==> src/rtl/rega_ctrl_if.sv <==
// Sensor inputs and irrigation request outputs of rega_ctrl.
// master drives the sensors; slave is the request generator.
interface rega_ctrl_if;
  logic [1:0] umid;
  logic [1:0] nivel;
  logic [1:0] rega;
  logic       alarme;
  logic [7:0] n_regas;

  modport master (
    output umid,
    output nivel,
    input  rega,
    input  alarme,
    input  n_regas
  );

  modport slave (
    input  umid,
    input  nivel,
    output rega,
    output alarme,
    output n_regas
  );
endinterface

==> src/rtl/rega_ctrl.sv <==
// Irrigation request generator: synchronizes and debounces the moisture/level
// sensors, enforces a minimum on-time and locks out on an empty tank.
module rega_ctrl #(
  parameter int DEB_CYCLES = 4,
  parameter int MIN_ON     = 8
) (
  input  logic        CLK,
  input  logic        reset,
  rega_ctrl_if.slave  bus
);

  localparam int DW = $clog2(DEB_CYCLES + 1);
  localparam int OW = $clog2(MIN_ON + 1);
  localparam logic [DW-1:0] DEB_MAX = DW'(DEB_CYCLES);
  localparam logic [OW-1:0] ON_MAX  = OW'(MIN_ON);

  // Non-VAZIO candidates share bits [1:0] with the matching state encoding.
  typedef enum logic [1:0] {
    C_NADA  = 2'b00,
    C_GOT   = 2'b01,
    C_ASP   = 2'b10,
    C_VAZIO = 2'b11
  } cand_t;

  typedef enum logic [2:0] {
    S_NADA  = 3'b000,
    S_GOT   = 3'b001,
    S_ASP   = 3'b010,
    S_TRAVA = 3'b100
  } state_t;

  logic [3:0]    sync1_q, sync2_q;
  logic [1:0]    umid_s, nivel_s;
  cand_t         cand;
  cand_t         cand_q, cand_d;
  logic [DW-1:0] cnt_q, cnt_d;
  logic          stable;
  state_t        state_q, state_d;
  logic [OW-1:0] on_cnt_q, on_cnt_d;
  logic [7:0]    n_regas_q, n_regas_d;
  logic [1:0]    rega_q, rega_d;
  logic          alarme_q, alarme_d;
  logic          in_irrig, entering, legal_state;

  // Sensor bits packed as {umid, nivel}; reset value reads as wet soil, full tank.
  always_ff @(posedge CLK or negedge reset) begin
    if (!reset) begin
      sync1_q <= 4'hF;
      sync2_q <= 4'hF;
    end else begin
      sync1_q <= {bus.umid, bus.nivel};
      sync2_q <= sync1_q;
    end
  end

  assign umid_s  = sync2_q[3:2];
  assign nivel_s = sync2_q[1:0];

  always_comb begin
    cand = C_NADA;
    if (nivel_s == 2'b00) begin
      cand = C_VAZIO;
    end else if (umid_s == 2'b00 && nivel_s[1]) begin
      cand = C_ASP;
    end else if (umid_s == 2'b00 || umid_s == 2'b01) begin
      cand = C_GOT;
    end
  end

  always_comb begin
    cand_d = cand_q;
    cnt_d  = cnt_q;
    if (cand != cand_q) begin
      cand_d = cand;
      cnt_d  = DW'(1);
    end else if (cnt_q < DEB_MAX) begin
      cnt_d = cnt_q + 1'b1;
    end
  end

  assign stable      = (cnt_q == DEB_MAX);
  assign in_irrig    = (state_q == S_ASP) || (state_q == S_GOT);
  assign legal_state = (state_q == S_NADA) || (state_q == S_ASP) ||
                       (state_q == S_GOT)  || (state_q == S_TRAVA);

  always_comb begin
    state_d = state_q;
    if (!legal_state) begin
      state_d = S_NADA;
    end else if (nivel_s == 2'b00) begin
      state_d = S_TRAVA;
    end else begin
      case (state_q)
        S_TRAVA: begin
          if (stable && cand_q != C_VAZIO) state_d = S_NADA;
        end
        S_NADA: begin
          if (stable && (cand_q == C_ASP || cand_q == C_GOT))
            state_d = state_t'({1'b0, cand_q});
        end
        S_ASP, S_GOT: begin
          // An early debounced change waits here until the on-time saturates.
          if (stable && cand_q != C_VAZIO && cand_q != state_q[1:0] &&
              on_cnt_q == ON_MAX)
            state_d = state_t'({1'b0, cand_q});
        end
        default: state_d = S_NADA;
      endcase
    end
  end

  assign entering = ((state_d == S_ASP) || (state_d == S_GOT)) && (state_d != state_q);

  always_comb begin
    on_cnt_d  = on_cnt_q;
    n_regas_d = n_regas_q + {7'd0, entering};
    if (entering) begin
      on_cnt_d = '0;
    end else if (in_irrig && on_cnt_q < ON_MAX) begin
      on_cnt_d = on_cnt_q + 1'b1;
    end
  end

  always_comb begin
    rega_d   = 2'b00;
    alarme_d = 1'b0;
    case (state_d)
      S_ASP:   rega_d   = 2'b10;
      S_GOT:   rega_d   = 2'b01;
      S_TRAVA: alarme_d = 1'b1;
      default: rega_d   = 2'b00;
    endcase
  end

  always_ff @(posedge CLK or negedge reset) begin
    if (!reset) begin
      cand_q    <= C_NADA;
      cnt_q     <= '0;
      state_q   <= S_NADA;
      on_cnt_q  <= '0;
      n_regas_q <= 8'd0;
      rega_q    <= 2'b00;
      alarme_q  <= 1'b0;
    end else begin
      cand_q    <= cand_d;
      cnt_q     <= cnt_d;
      state_q   <= state_d;
      on_cnt_q  <= on_cnt_d;
      n_regas_q <= n_regas_d;
      rega_q    <= rega_d;
      alarme_q  <= alarme_d;
    end
  end

  assign bus.rega    = rega_q;
  assign bus.alarme  = alarme_q;
  assign bus.n_regas = n_regas_q;

endmodule

==> src/flat_wrapper.sv <==
// flat-port wrapper written by rule: the top's interface ports become plain ports
module rega_ctrl_flat 
#(
  parameter int DEB_CYCLES = 4,
  parameter int MIN_ON     = 8
)
  (CLK, reset, bus_umid, bus_nivel, bus_rega, bus_alarme, bus_n_regas);
  rega_ctrl_if bus_i ();
  input  logic CLK;
  input  logic reset;
  input wire logic [$bits(bus_i.umid)-1:0] bus_umid;
  input wire logic [$bits(bus_i.nivel)-1:0] bus_nivel;
  output wire logic [$bits(bus_i.rega)-1:0] bus_rega;
  output wire logic [$bits(bus_i.alarme)-1:0] bus_alarme;
  output wire logic [$bits(bus_i.n_regas)-1:0] bus_n_regas;
  assign bus_i.umid = bus_umid;
  assign bus_i.nivel = bus_nivel;
  assign bus_rega = bus_i.rega;
  assign bus_alarme = bus_i.alarme;
  assign bus_n_regas = bus_i.n_regas;
  rega_ctrl #(.DEB_CYCLES(DEB_CYCLES), .MIN_ON(MIN_ON)) u_core (.CLK(CLK), .reset(reset), .bus(bus_i));
endmodule
==> config.mk <==
export PLATFORM = sky130hd
export DESIGN_NAME = rega_ctrl_flat
export DESIGN_NICKNAME = d
export VERILOG_FILES = /design/src/rtl/rega_ctrl_if.sv /design/src/rtl/rega_ctrl.sv /design/src/flat_wrapper.sv
export SDC_FILE = /design/constraint.sdc
export NUM_CORES = 1
export LEC_CHECK = 0
export CORE_MARGIN = 2
export CORE_UTILIZATION = 45
export DETAILED_ROUTE_END_ITERATION = 6
export PLACE_DENSITY = 0.68
export SETUP_SLACK_MARGIN = 0.02
export SLEW_MARGIN = 20
export SYNTH_ARGS = -nofsm -noshare
export SYNTH_HDL_FRONTEND = slang
export SYNTH_SLANG_ARGS = --single-unit
==> constraint.sdc <==
create_clock -name CLK -period 3 [get_ports CLK]
set_input_delay 0.9 -clock CLK [delete_from_list [all_inputs] [get_ports CLK]]
set_output_delay 0.9 -clock CLK [all_outputs]
set_load 0.02 [all_outputs]
# [Word level (Yosys, flattened, before mapping)]
# Index checks and enable logic that the tools add are counted.
# W data, S select, Z words.
[op_classes] order_cmp=2 reduce_logical=20 addsub=3 eq_ne=15 muxes=15
[op_table] cell="$mux W3" n=7
[op_table] cell="$eq A3 B3 Y1 const B" n=3
[op_table] cell="$pmux W3 S3" n=1
[op_table] cell="$add A8 B1 Y8" n=1
[op_table] cell="$mux W4" n=2
[op_table] cell="$logic_and A1 B1 Y1" n=7
[op_table] cell="$logic_or A1 B1 Y1" n=7
[op_table] cell="$eq A3 B1 Y1 const B" n=2
[op_table] cell="$eq A3 B2 Y1 const B" n=2
[op_table] cell="$add A4 B1 Y4 const B" n=1
[op_table] cell="$eq A2 B1 Y1 const B" n=2
[op_table] cell="$eq A4 B4 Y1 const B" n=1
[op_table] cell="$logic_not A2 Y1" n=2
[op_table] cell="$lt A4 B4 Y1 const B" n=1
[op_table] cell="$mux W2" n=2
[op_table] cell="$ne A2 B2 Y1" n=2
[op_table] cell="$pmux W2 S2" n=1
[op_table] cell="$reduce_bool A2 Y1" n=2
[op_table] cell="$add A3 B1 Y3 const B" n=1
[op_table] cell="$logic_not A3 Y1" n=1
[op_table] cell="$lt A3 B3 Y1 const B" n=1
[op_table] cell="$ne A3 B3 Y1" n=1
[op_table] cell="$eq A2 B2 Y1 const B" n=1
[op_table] cell="$mux W1" n=2
[op_table] cell="other kinds (2)" n=2
[totals] output_inout_bits=11 in_bits=6 regBits=31

# [Depth between registers and ports, before layout]
# Gate-level depths: netlist of run 1.
[depth] depth_word=12 ltp_mapped=12

# [Least setup slack after synthesis of run 1]
# Ideal clock, no wire load.
[synth_path] path_type="reg2reg" start="register u_core.cand_q[0]" end="register u_core.n_regas_q[7], in the netlist u_core.bus.n_regas[7]" required_time_ns=2.872 arrival_time_ns=2.355 path_stages_with_launch=12 synth_period_minus_slack_ns=2.484 path_slack_ns=0.516 setup_ns=0.128 path_buffers=0 cell_sequence="dfrtp_1 ha_1 nand3b_4 o311ai_2 o221ai_1 a211oi_2 o221a_4 ha_1 nand3_1 nor2_1 nand3_1 xnor2_1"
[synth_between] elab_chain_len=12 word_cells_on_any_way=21
[synth_rtl] item="start, declared" line_no="rega_ctrl.sv:35" rtl="cand_t cand_q, cand_d;"
[synth_rtl] item="start signal, assigned" line_no="rega_ctrl.sv:145" rtl="cand_q <= cand_d;"
[synth_rtl] item="$ne A2 B2 Y1" line_no="rega_ctrl.sv:95, rega_ctrl.sv:103"
[synth_rtl] item="$logic_and A1 B1 Y1" line_no="rega_ctrl.sv:95, rega_ctrl.sv:103"
[synth_rtl] item="$logic_and A1 B1 Y1 (2 in a row)" line_no="rega_ctrl.sv:103" rtl="if (stable && cand_q != C_VAZIO && cand_q != state_q[1:0] &&"
[synth_rtl] item="$mux W3" line_no="rega_ctrl.sv:103"
[synth_rtl] item="$pmux W3 S3 *" line_no="rega_ctrl.sv:93" rtl="case (state_q)"
[synth_rtl] item="$mux W3 *" line_no="rega_ctrl.sv:90" rtl="end else if (nivel_s == 2'b00) begin"
[synth_rtl] item="$mux W3 *" line_no="rega_ctrl.sv:88" rtl="if (!legal_state) begin"
[synth_rtl] item="$eq A3 B2 Y1 or $eq A3 B1 Y1 (tied branches)" line_no="rega_ctrl.sv:112" rtl="assign entering = ((state_d == S_ASP) || (state_d == S_GOT)) && (state_d != state_q);"
[synth_rtl] item="$logic_or A1 B1 Y1" line_no="rega_ctrl.sv:112"
[synth_rtl] item="$logic_and A1 B1 Y1 *" line_no="rega_ctrl.sv:112"
[synth_rtl] item="$add A8 B1 Y8 *" line_no="rega_ctrl.sv:116" rtl="n_regas_d = n_regas_q + {7'd0, entering};"
[synth_rtl] item="net u_core.n_regas_d[7]" line_no="rega_ctrl.sv:40" rtl="logic [7:0] n_regas_q, n_regas_d;"
[synth_rtl] item="end signal, assigned" line_no="rega_ctrl.sv:149" rtl="n_regas_q <= n_regas_d;"
[synth_rtl] item="end, declared" line_no="rega_ctrl.sv:40"
# The timed path passes the listed nets; every way through them passes the cells marked *.
# A chain may end at the register's enable or synchronous reset.

# [Final worst setup path of run 1]
[layout_path] start="register u_core.cand_q[0]" end="register u_core.n_regas_q[6], in the netlist u_core.bus.n_regas[6]"
# Same word-level chain as after synthesis.

==> results of run 1 <==
-- registers in the layout, summed over array words and instances, names as in the netlist --
register	flops
u_core.sync1_q	4
u_core.bus.alarme	1
u_core.on_cnt_q	4
u_core.bus.rega	2
u_core.bus.n_regas	8
u_core.cnt_q	3
u_core.cand_q	2
u_core.sync2_q	4
u_core.state_q	3
-- Yosys cell counts (2+ instances only) --
library cell,number
or2_1,2
nor2_2,4
xor2_1,4
and2_1,2
nor2_1,8
ha_1,7
xnor2_1,7
nand2_1,6
dfrtp_1,23
and4_1,2
a21oi_2,3
mux2i_1,2
dfstp_2,8
nand4_1,3
nand3_1,4
o21ai_1,4
inv_1,8
nand2b_1,4
a21oi_1,2
-- layout by cell type (no fill, tap or decap), drive strengths merged --
cell | netlist | final
or2 | 3 | 3
nand2b | 4 | 4
or3 | 1 | 1
xnor2 | 7 | 7
clkdlybuf4s50 | 0 | 16
buf | 1 | 2
and2 | 2 | 2
a2111o | 1 | 1
nor2 | 12 | 12
a21boi | 1 | 1
xor2 | 4 | 4
o221a | 1 | 1
and2b | 1 | 1
o311ai | 2 | 2
nor3 | 1 | 1
nand2 | 6 | 6
a21oi | 5 | 5
nand4 | 3 | 3
inv | 9 | 9
nand3 | 4 | 4
a211o | 1 | 1
a211oi | 1 | 1
clkbuf | 0 | 6
a32oi | 1 | 1
o221ai | 1 | 1
mux2i | 2 | 2
nand3b | 2 | 2
dfstp | 8 | 8
clkinv | 0 | 1
ha | 7 | 7
and4 | 2 | 2
dfrtp | 23 | 23
bufinv | 0 | 1
o21ai | 5 | 5
-- timing repair --
action                     4_1_cts  5_1_grt
gates resized for setup          0        3
buffers inserted                 0        0
setup endpoints to repair        0        2
-- cells by family after synthesis --
family | share of synthesized area
adders and majority gates | 0.0606
buffers and inverters | 0.0312
DFF | 0.544
xor gates and xnor gates | 0.0667
and+or+nand+nor | 0.165
muxes | 0.0139
AOI/OAI and AO/OA | 0.119
-- critical path, stage by stage, from the launching register on --
cell	delay (ns)
dfrtp_2	0.47
ha_1	0.22
nand3b_4	0.18
o311ai_2	0.29
o221ai_2	0.17
a211oi_2	0.27
o221a_4	0.27
ha_1	0.19
ha_1	0.20
nand3_1	0.13
nor2_1	0.15
xor2_1	0.16
-- routing by layer --
layer | part of all wire | vias to the layer above
met1 | 0.43 | 474
met5 | 0 | -
met3 | 0.063 | 5
li1 | - | 470
met4 | 0.021 | 0
met2 | 0.48 | 25
-- power by group through the flow --
stage / clock network, mW / registers (mW) / logic (mW)
final: 0.332 / 0.458 / 0.0725
after global routing: 0.366 / 0.460 / 0.0840
after CTS: 0.347 / 0.457 / 0.0743
after detailed placement: 0 / 0.465 / 0.0736
after global placement: 0 / 0.463 / 0.0711
after floorplan: 0 / 0.460 / 0.0504
-- path summary, 6_finish.rpt --
path                                   startpoint               endpoint  slack [ns]  cells after the start
worst max-delay path             u_core.cand_q[0]  u_core.bus.n_regas[6]        0.23                     11
worst min-delay path            u_core.sync1_q[3]      u_core.sync2_q[3]        0.36                      0
worst max register to register   u_core.cand_q[0]  u_core.bus.n_regas[6]        0.23                     11
worst min register to register  u_core.sync1_q[3]      u_core.sync2_q[3]        0.36                      0
max in group asynchronous                   reset      u_core.sync2_q[1]        1.72                      2
min in group asynchronous                   reset        u_core.cnt_q[2]        0.96                      2
-- cell type report --
type,instances,area share
multi-input combinational,80,0.354
tap,44,0.0313
clock buffer,6,0.0291
sequential,31,0.447
inverter,9,0.0192
clock inverter,2,0.0199
timing repair buffer,18,0.0995
==> results.sh, run 1 <==
export IMPL_status="complete, no violations"
export IMPL_timing_worst_setup_path_type="reg2reg"
export IMPL_pwr_density_cell_nw_per_um2=490
export IMPL_postLayoutCoreUtil=0.577
export IMPL_synth_main_ff_cell="dfrtp_1"
export IMPL_fillCellCount=274
export IMPL_place_hpwl_um=1800
export IMPL_cp_arrival_ns=3.02
export IMPL_grt_util_met2=0.264
export IMPL_max_freq_ghz=0.361
export IMPL_synth_area_leaders="dfrtp_1 (40%), dfstp_2 (15%), ha_1 (6.1%), xnor2_1 (4.2%), xor2_1 (2.4%)"
export IMPL_chipHeight_um=60.7
export IMPL_antennaDiodeCount=0
export IMPL_ant_nets=0
export IMPL_post_drt_wl_per_cell_um=13.0
export IMPL_seq_area_um2=787
export IMPL_cts_clk_slew_worst_paths_ns=0.09
export IMPL_tightest_slew_ns=0.382
export IMPL_syn_cell_area_um2=1450
export IMPL_holdWs_ns=0.359
export IMPL_netSwitchingFraction=0.222
export IMPL_viasPerCell=5.13
export IMPL_dp_cells=182
export IMPL_yosys_area_top_type="dfrtp_1"
export IMPL_fin_skew_ns=0.00640
export IMPL_core_area_um2=3050
export IMPL_fin_setup_tns_ns=0
export IMPL_ios=17
export IMPL_fin_crit_sh=0.922
export IMPL_finalHoldViolCount=0
export IMPL_drive_above_1_share=0.240
export IMPL_rsz0062_at_grt="no"
export IMPL_grt_pass1_vias=994
export IMPL_syn_nets=134
export IMPL_min_path_type="reg2reg"
export IMPL_slew_headroom=0.745
export IMPL_place_area_um2=1660
export IMPL_fin_ws_ns=0.233
export IMPL_finalWeightedCongestion=0.923
export IMPL_cts_tree="yes"
export IMPL_seq_power_share=0.531
export IMPL_instances_no_fill=190
export IMPL_htree_levels=2
export IMPL_clkSinkCount=31
export IMPL_ys_seq_area_frac=0.544
export IMPL_grt_overflow=0
export IMPL_pwr_share_comb=0.084
export IMPL_ctsHoldBuffers=0
export IMPL_nNetsFinal=158
export IMPL_drc_errors=0
export IMPL_preCtsSetupSlack_ns=0.257
export IMPL_power_switching_mw=0.192
export IMPL_end_kind="flop"
export IMPL_cts_buffer_depth=2
export IMPL_synthDominantCellAreaShare=0.398
export IMPL_antenna_found_initial=0
export IMPL_die_area_um2=3680
export IMPL_synth_edf_count=0
export IMPL_p_leak_nw=0.759
export IMPL_routed_via_count=974
export IMPL_path_max_fanout=7
export IMPL_ys_ff_latch=31
export IMPL_synth_distinct_cells=37
export IMPL_syn_to_final_growth_pct=21.8
export IMPL_drtPass1Iterations=4
export IMPL_die_w_um=60.7
export IMPL_drt_iter0_drc=31
export IMPL_finalMaxSlewViolations=0
export IMPL_multi_input_area_um2=623
export IMPL_start_util=0.473
export IMPL_grt_pass1_wl_um=4390
export IMPL_cts_buffers=5
export IMPL_grt_max_degree=32
export IMPL_p_clk_frac=0.385
export IMPL_power_internal_mw=0.670
export IMPL_top_usage_layer="met2"
export IMPL_setup_viol=0
export IMPL_ys_async_sr_fraction=1.00
export IMPL_routed_wl_um=2470
export IMPL_yosysWarnings=0
export IMPL_use_met1=0.203
export IMPL_power_mw=0.862
export IMPL_min_period_ns=2.77
export IMPL_required_ns=3.25
export IMPL_max_cap_viol_count=0
export IMPL_cp_start_kind="flop"
export IMPL_portBuffers=16
export IMPL_fp_row_count=20
export IMPL_syn_avg_cell_area_um2=11.9
export IMPL_finalInstanceArea_um2=1760
export IMPL_syn_inst=121
export IMPL_ir_drop_uv=380
export IMPL_ctsRootBufferMaster="clkbuf_4"
export IMPL_clk_latency_ns=0.32
export IMPL_use_met3=0.0576
export IMPL_grt_use_total=0.164
Power figures use the tool's default switching activity.
==> run 2, diff against run 1 <==
Settings changed: CORE_UTILIZATION 45 to 50, GPL_ROUTABILITY_DRIVEN from default to 0, PLACE_DENSITY 0.68 to 0.75.
==> run 2 against run 1 <==
- via count shrank 2.4%
- first-iteration DRC count shrank 29%
- die area shrank 9.4%
- hold slack lost 0.00060 ns
- critical path type unchanged
- power shrank 13%
- combinational power is essentially flat
- clock power shrank 33%
- critical path depth is the same
- register-to-register slack gained 0.08 ns
- fmax grew 3.0%
==> results.sh, run 2 (same netlist as run 1, synthesis figures left out) <==
export IMPL_finalInstanceArea_um2=1690
export IMPL_rsz0062_at_grt="no"
export IMPL_start_util=0.524
export IMPL_slew_headroom=0.749
export IMPL_ctsRootBufferMaster="clkbuf_4"
export IMPL_grt_pass1_vias=982
export IMPL_routed_via_count=951
export IMPL_layout_common_cells="dfrtp_1 (23), clkdlybuf4s50_1 (16), inv_1 (8), nor2_1 (8), dfstp_2 (8)"
export IMPL_path_max_fanout=7
export IMPL_max_cap_viol_count=0
export IMPL_clk_latency_ns=0.32
export IMPL_cts_buffer_depth=2
export IMPL_place_hpwl_um=1860
export IMPL_required_ns=3.21
export IMPL_finalHoldViolCount=0
export IMPL_fin_crit_sh=0.895
export IMPL_cp_start_kind="flop"
export IMPL_ctsResizeCount=0
export IMPL_final_common_cell="dfrtp_1"
export IMPL_drive_above_1_share=0.200
export IMPL_drt_iter0_drc=22
export IMPL_fillCellCount=217
export IMPL_min_period_ns=2.69
export IMPL_finalMaxSlewViolations=0
export IMPL_cts_buffers=5
export IMPL_largest_reg_flops=8
export IMPL_post_cts_setup_buffers=0
export IMPL_setup_viol=0
export IMPL_post_drt_wl_per_cell_um=13.7
export IMPL_htree_levels=2
export IMPL_min_path_type="reg2reg"
export IMPL_max_freq_ghz=0.372
export IMPL_end_kind="flop"
export IMPL_place_area_um2=1640
export IMPL_core_area_um2=2760
export IMPL_ir_drop_uv=356
export IMPL_grt_overflow=0
export IMPL_drtPass1Iterations=4
export IMPL_ios=17
export IMPL_tightest_slew_ns=0.376
export IMPL_grt_use_total=0.169
export IMPL_nNetsFinal=157
export IMPL_cts_clk_slew_worst_paths_ns=0.09
export IMPL_ant_nets=0
export IMPL_status="complete, no violations"
export IMPL_grt_max_degree=32
export IMPL_viasPerCell=5.40
export IMPL_portBuffers=16
export IMPL_timing_worst_setup_path_type="reg2reg"
export IMPL_syn_to_final_growth_pct=17.0
export IMPL_p_leak_nw=0.735
export IMPL_antennaDiodeCount=0
export IMPL_fp_row_count=19
export IMPL_die_w_um=57.8
export IMPL_drc_errors=0
export IMPL_routed_wl_um=2410
export IMPL_ctsHoldBuffers=0
export IMPL_fin_skew_ns=0.00855
export IMPL_chipHeight_um=57.8
export IMPL_clkSinkCount=31
export IMPL_antenna_found_initial=0
export IMPL_cp_arrival_ns=2.90
export IMPL_die_area_um2=3340
export IMPL_pwr_density_cell_nw_per_um2=445
export IMPL_grt_pass1_wl_um=4250
export IMPL_cts_tree="yes"
export IMPL_fin_setup_tns_ns=0
-- run 2: cell count changes in the layout (fill, tap and decap cells not counted), sizes merged --
cell    before  now
bufinv       1    0
buf          2    1
clkbuf       6    7
-- run 2: routing by layer --
metal / up-vias / global-route usage / part of all wire
met3: 2 / 0.0692 / 0.077
met2: 35 / 0.281 / 0.49
met5: - / 0 / 0
met1: 447 / 0.203 / 0.43
met4: 0 / 0.0498 / 0.0087
li1: 467 / - / -
-- run 2: worst paths after layout --
path | from | end | slack (ns) | cells past startpoint
worst min register to register | u_core.sync1_q[3] | u_core.sync2_q[3] | 0.36 | 0
worst max register to register | u_core.cand_q[0] | u_core.bus.n_regas[7] | 0.31 | 11
worst max-delay path | u_core.cand_q[0] | u_core.bus.n_regas[7] | 0.31 | 11
worst min-delay path | u_core.sync1_q[3] | u_core.sync2_q[3] | 0.36 | 0
min in group asynchronous | reset | u_core.cnt_q[2] | 0.95 | 2
max in group asynchronous | reset | u_core.sync2_q[0] | 1.73 | 2
-- run 2: area by class of cell --
| class | instances | area (µm²) | area share |
|---|---|---|---|
| Clock buffer | 7 | 45.0 | 0.0266 |
| Clock inverter | 1 | 5.00 | 0.00296 |
| Inverter | 9 | 33.8 | 0.0200 |
| Multi-Input combinational cell | 80 | 614 | 0.363 |
| Sequential cell | 31 | 786 | 0.465 |
| Tap cell | 31 | 38.8 | 0.0229 |
| Timing Repair Buffer | 17 | 168 | 0.0992 |
-- run 2: worst max-delay path, stage by stage, from the launching register on --
cell and delay (ns):
dfrtp_1 0.47, ha_1 0.23, nand3b_4 0.17, o311ai_2 0.25
o221ai_1 0.19, a211oi_2 0.23, o221a_4 0.27, ha_1 0.19
nand3_1 0.12, nor2_1 0.19, nand3_1 0.12, xnor2_1 0.14
-- run 2: where the power goes --
part | internal [mW] | switching (mW)
logic | 0.0331 | 0.0392
clock network | 0.0912 | 0.132
registers | 0.439 | 0.0171
total | 0.564 | 0.188
-- run 2: metrics by stage --
step                setup slack (ns)  power (mW)  utilization  hold slack (ns)  std cells
floorplan                      0.516       0.510            -            0.345        121
global placement               0.383       0.533        0.595            0.345        168
finish                         0.314       0.752        0.613            0.359        176
detailed placement             0.326       0.539        0.595            0.347        168
CTS                            0.303       0.766        0.613            0.360        176
global route                  0.0496       0.796        0.613            0.366        176
==> run 3, diff against run 2 <==
Clock period 3 ns to 2.8 ns, I/O delays scaled along.
==> run 3 against run 2 <==
- setup slack got worse by 0.30 ns
- final cell count rose by 5.1%
- hold slack improved by 0.00063 ns
- sequential power rose by 6.8%
- largest cell class unchanged
- fmax fell by 3.4%
==> results.sh, run 3 (same netlist as run 1, synthesis figures left out) <==
export IMPL_status="complete, no violations"
export IMPL_cts_buffer_depth=2
export IMPL_start_util=0.524
export IMPL_place_hpwl_um=1820
export IMPL_pwr_density_cell_nw_per_um2=506
export IMPL_finalHoldViolCount=0
export IMPL_syn_to_final_growth_pct=27.1
export IMPL_nNetsFinal=166
export IMPL_hold_depth=0
export IMPL_clkSinkCount=31
export IMPL_grt_use_total=0.170
export IMPL_ios=17
export IMPL_crit_top_cell="ha_2"
export IMPL_p_leak_nw=0.797
export IMPL_die_area_um2=3340
export IMPL_power_switching_mw=0.209
export IMPL_cts_clk_slew_worst_paths_ns=0.09
export IMPL_drtPass1Iterations=4
export IMPL_r2r_end="u_core.bus.n_regas[6]"
export IMPL_finalMaxSlewViolations=0
export IMPL_seq_power_share=0.525
export IMPL_antennaDiodeCount=0
export IMPL_r2r_setup_slack_ns=0.02
export IMPL_setup_viol=0
export IMPL_min_path_type="reg2reg"
export IMPL_cp_slowest_cell="dfrtp_1"
export IMPL_postLayoutCoreUtil=0.666
export IMPL_cts_tree="yes"
export IMPL_slew_headroom=0.748
export IMPL_post_drt_wl_per_cell_um=15.1
export IMPL_largest_reg_flops=8
export IMPL_cp_arrival_ns=3.03
export IMPL_grt_pass1_wl_um=4150
export IMPL_power_internal_mw=0.720
export IMPL_fin_skew_ns=0.0114
export IMPL_grt_overflow=0
export IMPL_min_from="u_core.sync1_q[0]"
export IMPL_p_clk_frac=0.385
export IMPL_pwr_share_comb=0.090
export IMPL_chipHeight_um=57.8
export IMPL_cts_buffers=5
export IMPL_drive_above_1_share=0.318
export IMPL_path_cells="inv_1 > ha_1 > nand3b_1 > o311ai_4 > o221ai_2 > a211oi_2 > o221a_4 > ha_2 > ha_2 > nand3_2 > nor2_2 > xor2_1"
export IMPL_fillCellCount=217
export IMPL_min_period_ns=2.78
export IMPL_ir_drop_uv=552
export IMPL_core_area_um2=2760
export IMPL_drc_errors=0
export IMPL_layout_common_cells="dfrtp_1 (23), clkdlybuf4s50_1 (16), buf_4 (10), inv_1 (8), dfstp_2 (8)"
export IMPL_clk_latency_ns=0.33
export IMPL_end_kind="flop"
export IMPL_routed_wl_um=2790
export IMPL_startpoint="u_core.on_cnt_q[0]"
export IMPL_ctsRootBufferMaster="clkbuf_4"
export IMPL_max_freq_ghz=0.360
export IMPL_reg2reg_from="u_core.on_cnt_q[0]"
export IMPL_htree_levels=2
export IMPL_fin_crit_sh=0.993
export IMPL_viasPerCell=5.42
export IMPL_tightest_slew_ns=0.378
export IMPL_routed_via_count=1003
export IMPL_path_max_fanout=5
export IMPL_grt_pass1_vias=945
export IMPL_netSwitchingFraction=0.225
export IMPL_max_cap_viol_count=0
export IMPL_power_mw=0.929
export IMPL_cp_start_kind="flop"
export IMPL_slowest_delay_ns=0.44
export IMPL_endpoint="u_core.bus.n_regas[6]"
export IMPL_rr_worst_depth=12
export IMPL_ant_nets=0
export IMPL_multi_input_area_um2=657
export IMPL_antenna_found_initial=0
export IMPL_die_w_um=57.8
export IMPL_portBuffers=16
export IMPL_drt_iter0_drc=28
export IMPL_seq_area_um2=786
export IMPL_final_common_cell="dfrtp_1"
export IMPL_fp_row_count=19
export IMPL_timing_worst_setup_path_type="reg2reg"
export IMPL_fin_setup_tns_ns=0
export IMPL_required_ns=3.05
export IMPL_grt_max_degree=32
run 3: cell types whose count changed in the layout (fill, tap and decap cells not counted), moves of 2 or more:
cell	delta
buf_4	+9
clkbuf_1	-2
ha_1	-3
ha_2	+3
nor2_1	-2
nor2_2	+2
run 3: worst min path at each step:
stage | slack [ns] | end
after CTS | 0.36 | u_core.sync2_q[3]
final | 0.36 | u_core.sync2_q[0]
after floorplan | 0.35 | u_core.sync2_q[0]
after global placement | 0.35 | u_core.sync2_q[1]
after detailed placement | 0.35 | u_core.sync2_q[0]
after global routing | 0.37 | u_core.sync2_q[2]
run 3: power by group through the flow:
stage	sequential, mW	combinational [mW]	clock, mW
2_1_floorplan	0.493	0.0540	0
3_3_place_gp	0.494	0.0794	0
3_5_place_dp	0.496	0.0825	0
4_1_cts	0.488	0.0830	0.369
5_1_grt	0.492	0.0938	0.393
6_report	0.488	0.0836	0.358
run 3: through the flow:
step | area [µm²] | worst slack, ns | cells | hold WS [ns]
final | 1840 | 0.0184 | 185 | 0.359
after global placement | 1660 | 0.248 | 170 | 0.345
after floorplan | 1450 | 0.316 | 121 | 0.345
after global routing | 1840 | -0.112 | 185 | 0.365
after detailed placement | 1660 | 0.119 | 170 | 0.347
after CTS | 1740 | 0.0916 | 178 | 0.361
run 3: critical path: cells and delay by family, from the launching register on:
kind            cells  cell delay (ns)
fa+ha+maj           3             0.54
simple gates        3             0.43
xor+xnor            1             0.15
buf+inv             1             0.08
flops               1             0.44
compound gates      4             1.06
run 3: area by class of cell:
| type | instances | share of cell area |
|---|---|---|
| clock buffer | 6 | 0.0279 |
| tap | 31 | 0.0211 |
| multi-input combinational | 80 | 0.358 |
| clock inverter | 2 | 0.0191 |
| inverter | 9 | 0.0184 |
| timing repair buffer | 26 | 0.128 |
| sequential | 31 | 0.428 |
run 3: metal layers:
metal	global-route usage	part of all wire
met2	0.261	0.49
met1	0.207	0.42
met3	0.0826	0.072
met5	0	0
met4	0.0698	0.016
run 3: what timing repair did:
| action | in CTS | in global routing |
|---|---|---|
| setup endpoints to repair | 0 | 2 |
| hold buffers | 0 | 0 |
| buffers inserted | 0 | 7 |
| gates resized for setup | 0 | 10 |
